## src/rtl/mem_wb_pipe.sv

```systemverilog
// MEM->WB pipeline register with valid/ready on both sides.
// A main (head) entry plus a skid entry lets in_ready_o come straight from a flop at full throughput.
module mem_wb_pipe #(
  parameter int DATA_W        = 32,
  parameter int ADDR_W        = 5,
  parameter int ZERO_SUPPRESS = 1
) (
  input  logic              clk,
  input  logic              rst,
  input  logic              flush_i,
  input  logic              in_valid_i,
  output logic              in_ready_o,
  input  logic [DATA_W-1:0] in_op_c_i,
  input  logic [ADDR_W-1:0] in_reg_waddr_i,
  input  logic              in_reg_we_i,
  output logic              out_valid_o,
  input  logic              out_ready_i,
  output logic [DATA_W-1:0] out_op_c_o,
  output logic [ADDR_W-1:0] out_reg_waddr_o,
  output logic              out_reg_we_o
);

  localparam logic [1:0] ST_EMPTY = 2'd0;
  localparam logic [1:0] ST_ONE   = 2'd1;
  localparam logic [1:0] ST_TWO   = 2'd2;

  localparam logic ZS_EN = (ZERO_SUPPRESS != 0);

  logic [1:0]        state_q, state_d;
  logic              in_ready_q, out_valid_q;

  logic [DATA_W-1:0] main_op_c_q, skid_op_c_q;
  logic [ADDR_W-1:0] main_waddr_q, skid_waddr_q;
  logic              main_we_q, skid_we_q;

  logic              accept, pop;
  logic              in_we_eff;
  logic              load_main_in, load_main_skid, load_skid_in;

  assign accept = in_valid_i & in_ready_q;
  assign pop    = out_valid_q & out_ready_i;

  // Writes to x0 are dropped at capture so the register file never sees them.
  assign in_we_eff = in_reg_we_i & ~(ZS_EN & (in_reg_waddr_i == '0));

  // NOTE: every always_comb output gets a default first so no path leaves it unassigned (no latch).
  always_comb begin
    state_d        = state_q;
    load_main_in   = 1'b0;
    load_main_skid = 1'b0;
    load_skid_in   = 1'b0;
    unique case (state_q)
      ST_EMPTY: begin
        if (accept) begin
          load_main_in = 1'b1;
          state_d      = ST_ONE;
        end
      end
      ST_ONE: begin
        if (accept && pop) begin
          load_main_in = 1'b1;
        end else if (accept) begin
          load_skid_in = 1'b1;
          state_d      = ST_TWO;
        end else if (pop) begin
          state_d      = ST_EMPTY;
        end
      end
      ST_TWO: begin
        if (pop) begin
          load_main_skid = 1'b1;
          state_d        = ST_ONE;
        end
      end
      default: state_d = ST_EMPTY;
    endcase
    // Flush overrides any same-cycle accept or pop; stale payload is masked by out_valid_o.
    if (flush_i) begin
      state_d        = ST_EMPTY;
      load_main_in   = 1'b0;
      load_main_skid = 1'b0;
      load_skid_in   = 1'b0;
    end
  end

  // NOTE: sequential state uses non-blocking assignments so every flop samples pre-edge values.
  always_ff @(posedge clk) begin
    if (rst) begin
      state_q     <= ST_EMPTY;
      in_ready_q  <= 1'b1;
      out_valid_q <= 1'b0;
    end else begin
      state_q     <= state_d;
      in_ready_q  <= (state_d != ST_TWO);
      out_valid_q <= (state_d != ST_EMPTY);
    end
  end

  // NOTE: payload regs are reset too, so outputs read zero after reset rather than X.
  always_ff @(posedge clk) begin
    if (rst) begin
      main_op_c_q  <= '0;
      main_waddr_q <= '0;
      main_we_q    <= 1'b0;
      skid_op_c_q  <= '0;
      skid_waddr_q <= '0;
      skid_we_q    <= 1'b0;
    end else begin
      if (load_main_in) begin
        main_op_c_q  <= in_op_c_i;
        main_waddr_q <= in_reg_waddr_i;
        main_we_q    <= in_we_eff;
      end else if (load_main_skid) begin
        main_op_c_q  <= skid_op_c_q;
        main_waddr_q <= skid_waddr_q;
        main_we_q    <= skid_we_q;
      end
      if (load_skid_in) begin
        skid_op_c_q  <= in_op_c_i;
        skid_waddr_q <= in_reg_waddr_i;
        skid_we_q    <= in_we_eff;
      end
    end
  end

  assign in_ready_o      = in_ready_q;
  assign out_valid_o     = out_valid_q;
  assign out_op_c_o      = main_op_c_q;
  assign out_reg_waddr_o = main_waddr_q;
  assign out_reg_we_o    = main_we_q & out_valid_q;

endmodule

```

## config.mk

```make
export PLATFORM = sky130hd
export DESIGN_NAME = mem_wb_pipe
export DESIGN_NICKNAME = d
export VERILOG_FILES = /design/src/rtl/mem_wb_pipe.sv
export SDC_FILE = /design/constraint.sdc
export NUM_CORES = 1
export LEC_CHECK = 0
export CAP_MARGIN = 20
export CELL_PAD_IN_SITES_DETAIL_PLACEMENT = 1
export CELL_PAD_IN_SITES_GLOBAL_PLACEMENT = 1
export CORE_ASPECT_RATIO = 1.1
export CORE_MARGIN = 8
export CORE_UTILIZATION = 32
export DETAILED_ROUTE_END_ITERATION = 8
export PLACE_DENSITY = 0.76
export SLEW_MARGIN = 20
export SYNTH_ARGS = -nofsm -noshare
export SYNTH_HDL_FRONTEND = slang
export SYNTH_SLANG_ARGS = --single-unit
```

## constraint.sdc

```tcl
create_clock -name clk -period 2.05 [get_ports clk]
set_clock_uncertainty 0.2 [all_clocks]
set_input_delay 0.615 -clock clk [delete_from_list [all_inputs] [get_ports clk]]
set_output_delay 0.615 -clock clk [all_outputs]
set_load 0.05 [all_outputs]
```

==> qor.csv <==
metric,value,unit
outcome,"complete, no violations",
Global Route Usage Sum,0.158,
Startpoint Class,primary input,
P_int,0.00309,W
Crit Path Class,in2reg,
distinct cell type count after synthesis,26,
r2r endpoint,out_op_c_o[30],
Critical Path Source,in_reg_waddr_i[0],
Post-Syn Area,3390,um^2
total number of yosys warnings,0,
Fin. Hold Viols,0,
antenna violations before repair,0,
Worst VDD drop,0.324,mV
Vias,3160,
num rows,39,
CTS root buf,clkbuf_16,
fin. max-slew vios,0,
# DRC,0,
Port Buf Inserts,82,
"FF+latch count, synth",80,
largest net degree at the start of global routing,39,
antenna cell count,0,
Die H,124,um
Slew HR,0.827,
final instance area,4970,um^2
Finish-stage setup viols,0,
Clock Pin Slew Worst Setup and Hold Paths,0.06,ns
drt pass-1 iters,4,
max-cap violations,0,
endpoint class of the critical path,register,
Sequential Power Share,0.399,
CTS tree,built,
Fillers,1227,
Synth Area per Inst,8.32,um^2
DR vias/cell,4.93,
DRT antenna net count,0,
Placed Instances,621,
share of post-route cells with drive strength above 1,0.255,
Comb pwr share,0.167,
Worst EP arrival,1.98,ns
WL/cell,16.7,um
global-route wire length before repair,17.6,mm
Synth Net Count,450,
Final min period,1.96,ns
clock power share,0.434,
die area,14100,um^2
Leak,1.78,nW
unrepaired setup endpoints after global routing,false,
Starting Density,0.327,
Sw Share,0.262,
reg2reg setup slack,0.23,ns
fin cells,641,
GP Congestion,0.754,
P&R area growth vs syn,46.9,%
# IOs,83,
Detailed Route Iter0 Violations,112,
Slew @ Worst Pin,0.260,ns
TritonCTS sink count,80,
htree depth,3,
post-synthesis sequential area ratio,0.473,
global route overflow,0,
CP max FO,2,
Final Cycle Share,0.957,
FF-to-FF Start,state_q[0],
Syn Inst Count,407,
hold crit path type,reg2reg,
P per Cell Area,841,nW/um^2
worst skew pair latency,0.34,ns
clk buf depth,2,
Routed WL,10.7,mm
vias in the first global route,3442,
post-layout net count,536,
dpl cell area,4510,um^2
placed wire-length estimate,6.93,mm
WP data required,2.06,ns
CTS Buf Count,9,
Setup crit end,main_we_q,
chip width,114,um
CORE AREA,10300,um^2
worst r2r path cells,6,
Max Fclk,0.510,GHz
sw power,0.00110,W
-- kinds of logic (layout without fill, tap and decap cells) --
group / count (synthesis) / after routing / share of synthesized area
AOI/OAI and AO/OA: 84 / 84 / 0.227
buffers and inverters: 35 / 126 / 0.0540
DFF: 80 / 80 / 0.473
and+or+nand+nor: 208 / 208 / 0.246
-- worst min-delay path by stage --
stage	end	cells past startpoint	startpoint	slack (ns)
4_1_cts	skid_op_c_q[30]	2	skid_op_c_q[30]	0.26
3_3_place_gp	skid_op_c_q[4]	2	skid_op_c_q[4]	0.24
5_1_grt	skid_op_c_q[14]	2	skid_op_c_q[14]	0.28
6_report	skid_op_c_q[30]	2	skid_op_c_q[30]	0.26
3_5_place_dp	skid_op_c_q[30]	2	skid_op_c_q[30]	0.25
2_1_floorplan	skid_op_c_q[0]	2	skid_op_c_q[0]	0.24
-- critical path, cell delays in order --
cell	delay, ns
clkdlybuf4s50_1	0.42
or4_1	0.53
o21a_1	0.22
nor2_1	0.13
a311oi_2	0.06
-- state kept, by name (all words and copies together), names as in the netlist --
name / cells
in_ready_o: 1
main_we_q: 1
out_op_c_o: 32
out_reg_waddr_o: 5
out_valid_o: 1
skid_op_c_q: 32
skid_waddr_q: 5
skid_we_q: 1
state_q: 2
-- routing by layer --
metal	global-route usage	share of wire
met5	0	0
met4	0.0724	0.017
met3	0.0306	0.036
met2	0.285	0.53
met1	0.176	0.42
-- stage by stage --
step            util  power (W)  hold slack (ns)  TNS (ns)  setup slack, ns
4_1_cts        0.481    0.00423            0.259         0           0.0967
2_1_floorplan      -    0.00207            0.237         0          0.00562
5_1_grt        0.481    0.00435            0.276         0          0.00938
3_5_place_dp   0.436    0.00237            0.250    -29.44           -0.427
3_3_place_gp   0.436    0.00235            0.241    -25.60           -0.369
6_report       0.481    0.00418            0.256         0           0.0875
-- cells in the final DEF (no fill, tap or decap), types with 3 or more instances in the layout --
cell             Yosys  routed
a21oi_1             41      41
a311oi_1             8       5
a311oi_2            30      33
buf_12               0      19
buf_4                2      46
clkbuf_16            0       9
clkbuf_8             0       3
clkdlybuf4s50_1      0      38
dfxtp_1             80      78
dlygate4sd2_1        0       3
nand2_1            153     153
nor2_1              42      40
-- synthesized netlist by cell type (all sizes together) --
library cell	count	area (um^2)
dfxtp	80	1600
o21a	1	7.51
clkbuf	16	60.1
or3b	1	8.76
or3	1	6.26
and2	2	12.5
nor2b	1	6.26
or4	2	15.0
o21bai	1	7.51
nand4b	1	8.76
o21ai	1	5.00
or2	1	6.26
nand2	153	574
a311oi	38	521
buf	19	123
nor4	1	6.26
nor3	2	10.0
nand3b	1	20.0
a21bo	1	16.3
a21oi	41	205
nor2	42	158
a211oi	1	7.51
-- cell type report --
class,count,area [um^2],area share
clock buffer,12,267,0.0536
clock inverter,4,75.1,0.0151
multi-input combinational,292,1640,0.329
sequential,80,1600,0.323
tap,143,179,0.0360
timing repair buffer,110,1210,0.243
-- repair_timing --
action / 4_1_cts / 5_1_grt
hold buffers: 0 / 0
hold endpoints to repair: 0 / 0
buffers inserted: 2 / 0
gates resized for setup: 11 / 0
endpoints found under the setup margin: 67 / 0
-- power groups by stage --
| stage | sequential [W] | clock [W] | combinational, W |
|---|---|---|---|
| 2_1_floorplan | 0.00187 | 0 | 0.000199 |
| 3_3_place_gp | 0.00170 | 0 | 0.000652 |
| 3_5_place_dp | 0.00170 | 0 | 0.000667 |
| 4_1_cts | 0.00167 | 0.00185 | 0.000707 |
| 5_1_grt | 0.00168 | 0.00193 | 0.000740 |
| 6_report | 0.00167 | 0.00182 | 0.000699 |
(Power assumes the default switching activity.)
